$ cat config.mk
export PLATFORM = sky130hd
export DESIGN_NAME = bin_to_bcd_seq
export DESIGN_NICKNAME = d
export VERILOG_FILES = /design/src/rtl/bin_to_bcd_seq.sv
export SDC_FILE = /design/constraint.sdc
export NUM_CORES = 1
export LEC_CHECK = 0
export CORE_ASPECT_RATIO = 1.25
export CORE_MARGIN = 4
export CORE_UTILIZATION = 48
export DETAILED_ROUTE_END_ITERATION = 12
export HOLD_SLACK_MARGIN = 0.15
export PLACE_DENSITY = 0.83
export RECOVER_POWER = 25
export SETUP_SLACK_MARGIN = 0.3
export SYNTH_ARGS = -nofsm -noshare
export SYNTH_HDL_FRONTEND = slang
export SYNTH_SLANG_ARGS = --single-unit
$ cat constraint.sdc
create_clock -name clk -period 2.25 [get_ports clk]
set_clock_uncertainty 0.15 [all_clocks]
set_input_delay 0.45 -clock clk [delete_from_list [all_inputs] [get_ports clk]]
set_output_delay 0.45 -clock clk [all_outputs]
set_load 0.02 [all_outputs]
$ cat src/rtl/bin_to_bcd_seq.sv
// Sequential binary-to-BCD converter (shift-and-add-3) with per-digit
// active-low enables and leading-zero blanking for a seven-segment stage.
module bin_to_bcd_seq #(
  parameter int BIN_WIDTH = 14,
  parameter int DIGITS    = 4
) (
  input  logic                  clk,
  input  logic                  n_reset,
  input  logic                  start,
  input  logic [BIN_WIDTH-1:0]  binary,
  output logic                  busy,
  output logic                  done,
  output logic [4*DIGITS-1:0]   bcd_out,
  output logic [DIGITS-1:0]     digit_n_enable,
  output logic                  overflow
);

  // Number of decimal digits needed to hold 2^w - 1.
  function automatic int calc_acc_digits(input int w);
    longint unsigned v;
    int n;
    v = (64'd1 << w) - 64'd1;
    n = 0;
    for (int i = 0; i < 20; i++) begin
      if (v != 64'd0) begin
        v = v / 64'd10;
        n = n + 1;
      end else begin
        v = v;
      end
    end
    return (n < 1) ? 1 : n;
  endfunction

  // Double-dabble digit correction applied before each shift.
  function automatic logic [3:0] adj_digit(input logic [3:0] d);
    if (d >= 4'd5) begin
      return d + 4'd3;
    end else begin
      return d;
    end
  endfunction

  localparam int CALC_DIGITS = calc_acc_digits(BIN_WIDTH);
  localparam int ACC_DIGITS  = (CALC_DIGITS > DIGITS) ? CALC_DIGITS : DIGITS;
  localparam int ACC_W       = 4 * ACC_DIGITS;
  localparam int CNT_W       = $clog2(BIN_WIDTH + 1);
  localparam logic [DIGITS-1:0] EN_RST = ~(DIGITS'(1'b1));

  typedef enum logic [1:0] {
    IDLE  = 2'd0,
    SHIFT = 2'd1,
    DONE  = 2'd2
  } state_t;

  state_t                 state_q, state_d;
  logic [BIN_WIDTH-1:0]   sr_q, sr_d;
  logic [ACC_W-1:0]       acc_q, acc_d;
  logic [CNT_W-1:0]       cnt_q, cnt_d;
  logic                   busy_q, busy_d;
  logic                   done_q, done_d;
  logic [4*DIGITS-1:0]    bcd_q, bcd_d;
  logic [DIGITS-1:0]      en_q, en_d;
  logic                   ovf_q, ovf_d;

  logic [ACC_W-1:0]       adj_s;
  logic [DIGITS-1:0]      en_s;
  logic                   ovf_s;
  logic                   zero_above_s;

  // Corrected accumulator, truncation overflow and blanking of the final value.
  always_comb begin
    adj_s        = {ACC_W{1'b0}};
    en_s         = {DIGITS{1'b0}};
    ovf_s        = 1'b0;
    zero_above_s = 1'b1;
    for (int i = 0; i < ACC_DIGITS; i++) begin
      adj_s[4*i +: 4] = adj_digit(acc_q[4*i +: 4]);
    end
    for (int i = DIGITS; i < ACC_DIGITS; i++) begin
      ovf_s = ovf_s | (acc_q[4*i +: 4] != 4'd0);
    end
    // Blanking looks only at the truncated digits, even on overflow.
    for (int i = DIGITS - 1; i >= 1; i--) begin
      zero_above_s = zero_above_s & (acc_q[4*i +: 4] == 4'd0);
      en_s[i]      = zero_above_s;
    end
    en_s[0] = 1'b0;
  end

  // Next-state logic for the FSM and all datapath registers.
  always_comb begin
    state_d = state_q;
    sr_d    = sr_q;
    acc_d   = acc_q;
    cnt_d   = cnt_q;
    busy_d  = 1'b0;
    done_d  = 1'b0;
    bcd_d   = bcd_q;
    en_d    = en_q;
    ovf_d   = ovf_q;
    case (state_q)
      IDLE, DONE: begin
        if (start) begin
          state_d = SHIFT;
          sr_d    = binary;
          acc_d   = {ACC_W{1'b0}};
          cnt_d   = {CNT_W{1'b0}};
          busy_d  = 1'b1;
        end else begin
          state_d = IDLE;
        end
      end
      SHIFT: begin
        if (cnt_q == CNT_W'(BIN_WIDTH)) begin
          state_d = DONE;
          done_d  = 1'b1;
          bcd_d   = acc_q[4*DIGITS-1:0];
          en_d    = en_s;
          ovf_d   = ovf_s;
        end else begin
          busy_d        = 1'b1;
          {acc_d, sr_d} = {adj_s[ACC_W-2:0], sr_q, 1'b0};
          cnt_d         = cnt_q + CNT_W'(1);
        end
      end
      default: begin
        state_d = IDLE;
      end
    endcase
  end

  // State and output registers with asynchronous reset.
  always_ff @(posedge clk or negedge n_reset) begin
    if (!n_reset) begin
      state_q <= IDLE;
      sr_q    <= {BIN_WIDTH{1'b0}};
      acc_q   <= {ACC_W{1'b0}};
      cnt_q   <= {CNT_W{1'b0}};
      busy_q  <= 1'b0;
      done_q  <= 1'b0;
      bcd_q   <= {(4*DIGITS){1'b0}};
      en_q    <= EN_RST;
      ovf_q   <= 1'b0;
    end else begin
      state_q <= state_d;
      sr_q    <= sr_d;
      acc_q   <= acc_d;
      cnt_q   <= cnt_d;
      busy_q  <= busy_d;
      done_q  <= done_d;
      bcd_q   <= bcd_d;
      en_q    <= en_d;
      ovf_q   <= ovf_d;
    end
  end

  assign busy           = busy_q;
  assign done           = done_q;
  assign bcd_out        = bcd_q;
  assign digit_n_enable = en_q;
  assign overflow       = ovf_q;

endmodule

==> impl_metrics.sql, run 1 <==
INSERT INTO impl_metrics (metric_group, metric, value, unit) VALUES
('outcome', 'run_status', 'finished, final reports clean', ''),
('logic_synthesis', 'synth_cell_types', '38', ''),
('final_layout', 'area_added_between_synthesis_and_finish', '20.9', '%'),
('final_layout', 'nNetsFinal', '363', ''),
('logic_synthesis', 'postSynthRegisterBits', '62', ''),
('timing', 'tmin_final', '1.92', 'ns'),
('global_routing', 'grt_pass1_wl', '9860', 'um'),
('timing', 'hold_violations', '0', ''),
('logic_synthesis', 'syn_nets', '320', ''),
('final_layout', 'sequential_cell_area', '1560', 'um2'),
('critical_path', 'critPathArrivalTime', '1.32', 'ns'),
('drt', 'detail_route.iter0.violations', '118', ''),
('logic_synthesis', 'avgSynthCellArea', '10.1', 'um2'),
('min_path', 'critical_hold_path_startpoint', 'digit_n_enable[1]', ''),
('global_routing', 'grt_antenna_before_repair', '0', ''),
('critical_path', 'timing.rr.start', 'cnt_q[0]', ''),
('timing', 'crit_share_post_route', '85.2', '%'),
('logic_synthesis', 'yosys-top-cells-count', 'sky130_fd_sc_hd__nand2_1 (71), sky130_fd_sc_hd__dfrtp_1 (59), sky130_fd_sc_hd__o21ai_0 (18)', ''),
('global_routing', 'global_route.usage.met1', '19.8', '%'),
('power', 'static_leakage_power', '1.64', 'nW'),
('logic_synthesis', 'synth_top_cells_by_area', 'sky130_fd_sc_hd__dfrtp_1 (51%), sky130_fd_sc_hd__nand2_1 (9.2%), sky130_fd_sc_hd__ha_1 (6.5%)', ''),
('cts', 'clock_sinks', '62', ''),
('power', 'power.density_cell_area', '1480', 'nW/um2'),
('critical_path', 'end_kind', 'primary output', ''),
('logic_synthesis', 'ys.flop_type', 'sky130_fd_sc_hd__dfrtp_1', ''),
('final_layout', 'instances_no_fill', '402', ''),
('global_routing', 'met2_usage', '29.0', '%'),
('drt', 'route.antenna.remaining_nets', '0', ''),
('floorplanning', 'die_area', '7350', 'um2'),
('global_routing', 'global_routing_s_busiest_layer', 'met2', ''),
('cts', 'cts_buffers', '9', ''),
('cts', 'cts-htree-levels', '3', ''),
('timing', 'rsz0062_at_grt', 'false', ''),
('global_routing', 'use_met3', '2.58', '%'),
('logic_synthesis', 'synth-async-reset-ratio', '100', '%'),
('cts', 'clock_tree.buffer_depth', '2', ''),
('cts', 'clock_tree_from_tritoncts', 'yes', ''),
('floorplanning', 'initial_util', '49.8', '%'),
('place', 'buffer_ports.inserted', '38', ''),
('final_layout', 'fill_cells', '487', ''),
('drt', 'avgViaCountPerCell', '5.39', ''),
('global_routing', 'grt_start_max_net_pins', '63', ''),
('timing', 'finalSetupViolations', '0', ''),
('critical_path', 'critPathSlowestCell', 'sky130_fd_sc_hd__clkdlybuf4s50_1', ''),
('job', 'max_cap_viol_count', '0', ''),
('power', 'worst_ir_drop_vdd', '639', 'uV'),
('drt', 'route.final.wire_length', '5730', 'um'),
('cts', 'clock_latency', '0.34', 'ns'),
('global_routing', 'total_routing_resource_utilization_after_global_routing', '17.3', '%'),
('drt', 'first_pass_iters', '5', ''),
('floorplanning', 'rows', '31', ''),
('drt', 'via_count', '2166', ''),
('logic_synthesis', 'netlist_area', '2900', 'um2'),
('logic_synthesis', 'synthCells', '288', ''),
('final_layout', 'diodes', '0', ''),
('drt', 'drt-wirelength-per-cell', '14.3', 'um'),
('place', 'hpwlAfterDp', '3900', 'um'),
('timing', 'timing.setup.tns', '0', 'ns'),
('timing', 'slew-limit-headroom', '45.5', '%'),
('critical_path', 'setup.worst_path.start', 'overflow', ''),
('critical_path', 'cp_top_family', 'buffers and inverters', ''),
('cts', 'postCtsSetupRepairBufs', '0', ''),
('timing', 'worst_slack', '0.332', 'ns'),
('power', 'power', '5.19', 'mW'),
('floorplanning', 'die_height', '94.9', 'um'),
('place', 'dpl_cell_area', '3330', 'um2'),
('timing', 'max_slew.worst_pin.slew', '0.817', 'ns'),
('timing', 'max_clock_freq', '0.521', 'GHz'),
('global_routing', 'grt_total_ovfl', '0', ''),
('cts', 'cts_root_buffer', 'sky130_fd_sc_hd__clkbuf_8', ''),
('logic_synthesis', 'synth_largest_type_area_fraction', '51.0', '%');
per-layer routing:
| layer | share of wire (%) | vias to the layer above |
|---|---|---|
| met5 | 0 | - |
| met4 | 3.6 | 0 |
| met3 | 3.0 | 15 |
| met2 | 50 | 50 |
| met1 | 43 | 1035 |
| li1 | - | 1066 |
cells by family (layout without fill, tap and decap cells):
logic type	after synthesis	in the layout	share of synthesized area (%)
AND/OR/NAND/NOR	102	102	15.5
flip-flops	62	62	53.7
other	1	1	0.129
adder cells (fa/ha/maj)	15	15	6.48
XOR/XNOR	7	7	2.12
buffers and inverters	29	77	5.05
multiplexers	5	5	1.77
AO/OA/AOI/OAI	67	67	15.3
placed cells by master (no fill, tap or decap), drive strengths merged, types with 4 or more instances in the layout:
| cell type | instances |
|---|---|
| inv | 15 |
| nand2 | 72 |
| a32o | 5 |
| mux2i | 4 |
| clkdlybuf4s50 | 34 |
| buf | 7 |
| a21oi | 9 |
| a31oi | 8 |
| a22oi | 6 |
| o21ai | 19 |
| o22ai | 8 |
| clkbuf | 13 |
| nand2b | 7 |
| dfrtp | 59 |
| a22o | 4 |
| o31ai | 6 |
| ha | 15 |
| xnor2 | 5 |
| nor2 | 12 |
worst paths after layout:
check / end / slack (ns) / cells past startpoint
worst max register to register: acc_q[11] / 0.43 / 6
max in group asynchronous: bcd_out[3] / 0.72 / 3
worst min-delay path: digit_n_enable[1] / 0.31 / 2
worst max-delay path: overflow / 0.33 / 1
min in group asynchronous: bcd_out[13] / 0.70 / 3
worst min register to register: digit_n_enable[1] / 0.31 / 2
power by group:
| part | total (mW) | internal [mW] | switching [mW] |
|---|---|---|---|
| sequential | 1.95 | 1.61 | 0.345 |
| clock | 0.849 | 0.424 | 0.425 |
| combinational | 2.39 | 1.07 | 1.32 |
| total | 5.19 | 3.10 | 2.09 |
flip-flops by register name, indices dropped and copies added, names as in the netlist:
register and count:
acc_q 20, bcd_out 16, sr_q 14, cnt_q 4, digit_n_enable 3, state_q 2
busy 1, done 1, overflow 1
timing repair:
item,4_1_cts,5_1_grt
pin swaps,0,0
endpoints found under the hold margin,59,0
hold buffers,1,0
setup endpoints to repair,3,7
gates resized for setup,3,7
gates cloned,0,0
metrics by stage:
| step | hold slack [ns] | utilization, % |
|---|---|---|
| floorplan | 0.00441 | - |
| global placement | 0.297 | 57.2 |
| detailed placement | 0.302 | 57.2 |
| CTS | 0.310 | 60.2 |
| global route | 0.341 | 60.2 |
| finish | 0.307 | 60.2 |
layout make-up:
type	count	share of cell area, %
clock inverter	4	0.643
clock buffer	12	4.14
sequential	62	44.4
timing repair buffer	46	12.4
inverter	15	1.68
multi-input combinational	197	34.4
tap	66	2.36
Note: power is estimated with default switching activity, not from simulation.
==> run 2, diff against run 1 <==
CORE_ASPECT_RATIO = default   (was 1.25)
==> run 2 against run 1 <==
  * Worst setup slack gained 0.031 ns
  * First-iteration DRC count grew 28%
  * Cell count grew 3.2%
  * Hold slack gained 0.0010 ns
  * Largest power group unchanged
==> impl_metrics.sql, run 2 (same netlist as run 1, synthesis figures left out) <==
INSERT INTO impl_metrics (metric_group, metric, value, unit) VALUES
('critical_path', 'critPathArrivalTime', '1.29', 'ns'),
('timing', 'finalSetupViolations', '0', ''),
('critical_path', 'setup.worst_path.start', 'bcd_out[13]', ''),
('timing', 'timing.setup.tns', '0', 'ns'),
('timing', 'rsz0062_at_grt', 'true', ''),
('critical_path', 'end_kind', 'primary output', ''),
('global_routing', 'grt_antenna_before_repair', '0', ''),
('final_layout', 'largest_register_ff_count', '20', ''),
('cts', 'cts_buffers', '9', ''),
('global_routing', 'grt_total_ovfl', '0', ''),
('drt', 'route.antenna.remaining_nets', '0', ''),
('timing', 'max_slew.worst_pin.slew', '1.19', 'ns'),
('cts', 'clock_sinks', '62', ''),
('critical_path', 'crit_path_max_fanout', '2', ''),
('global_routing', 'grt_pass1_wl', '10300', 'um'),
('critical_path', 'timing.rr.start', 'acc_q[0]', ''),
('cts', 'cts_root_buffer', 'sky130_fd_sc_hd__clkbuf_8', ''),
('drt', 'first_pass_iters', '4', ''),
('final_layout', 'area_added_between_synthesis_and_finish', '23.5', '%'),
('final_layout', 'multiInputGateArea', '1210', 'um2'),
('critical_path', 'critPathSlowestCell', 'sky130_fd_sc_hd__clkdlybuf4s50_1', ''),
('timing', 'max_clock_freq', '0.530', 'GHz'),
('critical_path', 'startpoint_kind_of_the_worst_setup_timing_path', 'register', ''),
('cts', 'clock_tree_from_tritoncts', 'yes', ''),
('power', 'worst_ir_drop_vdd', '539', 'uV'),
('cts', 'clkTransAtPathRegs', '0.07', 'ns'),
('floorplanning', 'die_area', '7340', 'um2'),
('timing', 'report.final.slew_viol_count', '0', ''),
('drt', 'drt-wirelength-per-cell', '13.9', 'um'),
('global_routing', 'total_routing_resource_utilization_after_global_routing', '17.9', '%'),
('timing', 'crit_share_post_route', '83.9', '%'),
('critical_path', 'critical_path_depth', '1', ''),
('power', 'power', '5.31', 'mW'),
('timing', 'worst_slack', '0.363', 'ns'),
('min_path', 'worstHoldPathType', 'reg2reg', ''),
('place', 'buffer_ports.inserted', '38', ''),
('floorplanning', 'fp.dieW', '85.7', 'um'),
('place', 'detailedPlace.worstSlack', '0.176', 'ns'),
('final_layout', 'layout.cells.most_common_list', 'sky130_fd_sc_hd__nand2_1 (71), sky130_fd_sc_hd__dfrtp_1 (59), sky130_fd_sc_hd__clkdlybuf4s50_1 (33)', ''),
('place', 'gp_congestion', '0.791', ''),
('drt', 'detail_route.iter0.violations', '151', ''),
('cts', 'clock_latency', '0.33', 'ns'),
('floorplanning', 'initial_util', '49.2', '%'),
('critical_path', 'critical_path.cell_chain', 'clkdlybuf4s50_1', ''),
('floorplanning', 'core_region_area', '5890', 'um2'),
('critical_path', 'max_stage_delay', '0.61', 'ns'),
('power', 'static_leakage_power', '1.68', 'nW'),
('floorplanning', 'io_pins', '40', ''),
('drt', 'route.detailed.drc', '0', ''),
('min_path', 'critical_hold_path_startpoint', 'digit_n_enable[2]', ''),
('final_layout', 'largest_register', 'acc_q', ''),
('min_path', 'min_path_cells', '2', ''),
('critical_path', 'cp_top_family', 'buffers and inverters', ''),
('critical_path', 'ff2ff_path_depth', '6', ''),
('floorplanning', 'die_height', '85.7', 'um'),
('timing', 'tmin_final', '1.89', 'ns'),
('final_layout', 'layout_cells_sized_above_1', '11.5', '%'),
('global_routing', 'first_global_vias', '2300', ''),
('power', 'power.density_cell_area', '1480', 'nW/um2'),
('place', 'hpwlAfterDp', '4010', 'um'),
('cts', 'cts-htree-levels', '3', ''),
('global_routing', 'grt_start_max_net_pins', '42', ''),
('drt', 'avgViaCountPerCell', '5.30', ''),
('drt', 'route.final.wire_length', '5780', 'um'),
('cts', 'clock_tree.buffer_depth', '2', ''),
('timing', 'slew-limit-headroom', '20.5', '%'),
('final_layout', 'nNetsFinal', '367', ''),
('outcome', 'run_status', 'finished, final reports clean', ''),
('critical_path', 'worstSetupPathType', 'reg2out', ''),
('final_layout', 'fill_cells', '480', ''),
('final_layout', 'diodes', '0', ''),
('job', 'max_cap_viol_count', '0', ''),
('timing', 'hold_violations', '0', ''),
('final_layout', 'sequential_cell_area', '1560', 'um2'),
('floorplanning', 'rows', '28', ''),
('critical_path', 'crit_buf_inv', '1', ''),
('drt', 'via_count', '2201', ''),
('final_layout', 'mostFrequentLayoutCell', 'sky130_fd_sc_hd__nand2_1', ''),
('critical_path', 'crit_required', '1.65', 'ns');
==> run 2: changes by cell type in the layout (fill, tap and decap cells not counted), sizes merged <==
cell,before,now
dlymetal6s2s,0,1
buf,7,11
clkinv,3,1
clkbuf,13,16
clkdlybuf4s50,34,33
clkinvlp,1,0
==> run 2: final timing paths <==
| path | to | slack (ns) |
|---|---|---|
| worst max-delay path | bcd_out[13] | 0.36 |
| worst min-delay path | digit_n_enable[2] | 0.31 |
| worst max register to register | acc_q[2] | 0.41 |
| worst min register to register | digit_n_enable[2] | 0.31 |
| max in group asynchronous | sr_q[0] | 0.42 |
| min in group asynchronous | bcd_out[12] | 0.72 |
==> run 2: metrics by stage <==
step,std cells,utilization (%),area (um2),hold WS (ns)
detailed placement,398,57.3,3370,0.297
finish,415,60.8,3580,0.308
CTS,415,60.5,3560,0.309
floorplan,288,-,2900,0.00441
global placement,398,57.3,3370,0.285
global route,415,60.8,3580,0.348
==> run 2: timing repair <==
action / CTS / global route
setup endpoints to repair: 3 / 4
gates resized for setup: 3 / 7
pin swaps: 0 / 1
hold buffers: 1 / 0
hold endpoints to repair: 18 / 0
setup buffers: 0 / 0
==> run 2: final cells by class <==
class	count	area share, %
well taps	75	2.62
clock buffers	15	4.93
flip-flops and latches	62	43.5
clock inverters	1	0.140
multi-input cells	197	33.9
inverters	15	1.57
repair buffers	50	13.4
==> run 2: power by group <==
group / leakage (nW) / switching (mW) / total [mW] / internal [mW]
Combinational: 0.812 / 1.33 / 2.46 / 1.13
Sequential: 0.775 / 0.354 / 1.96 / 1.61
Clock: 0.0937 / 0.399 / 0.889 / 0.490
==> run 2: routing by layer <==
| layer | vias up | GRT usage [%] | share of wire (%) |
|---|---|---|---|
| met5 | - | 0 | 0 |
| met4 | 0 | 6.04 | 1.3 |
| met2 | 45 | 30.7 | 51 |
| met1 | 1076 | 21.4 | 44 |
| li1 | 1075 | - | - |
| met3 | 5 | 5.38 | 4.4 |
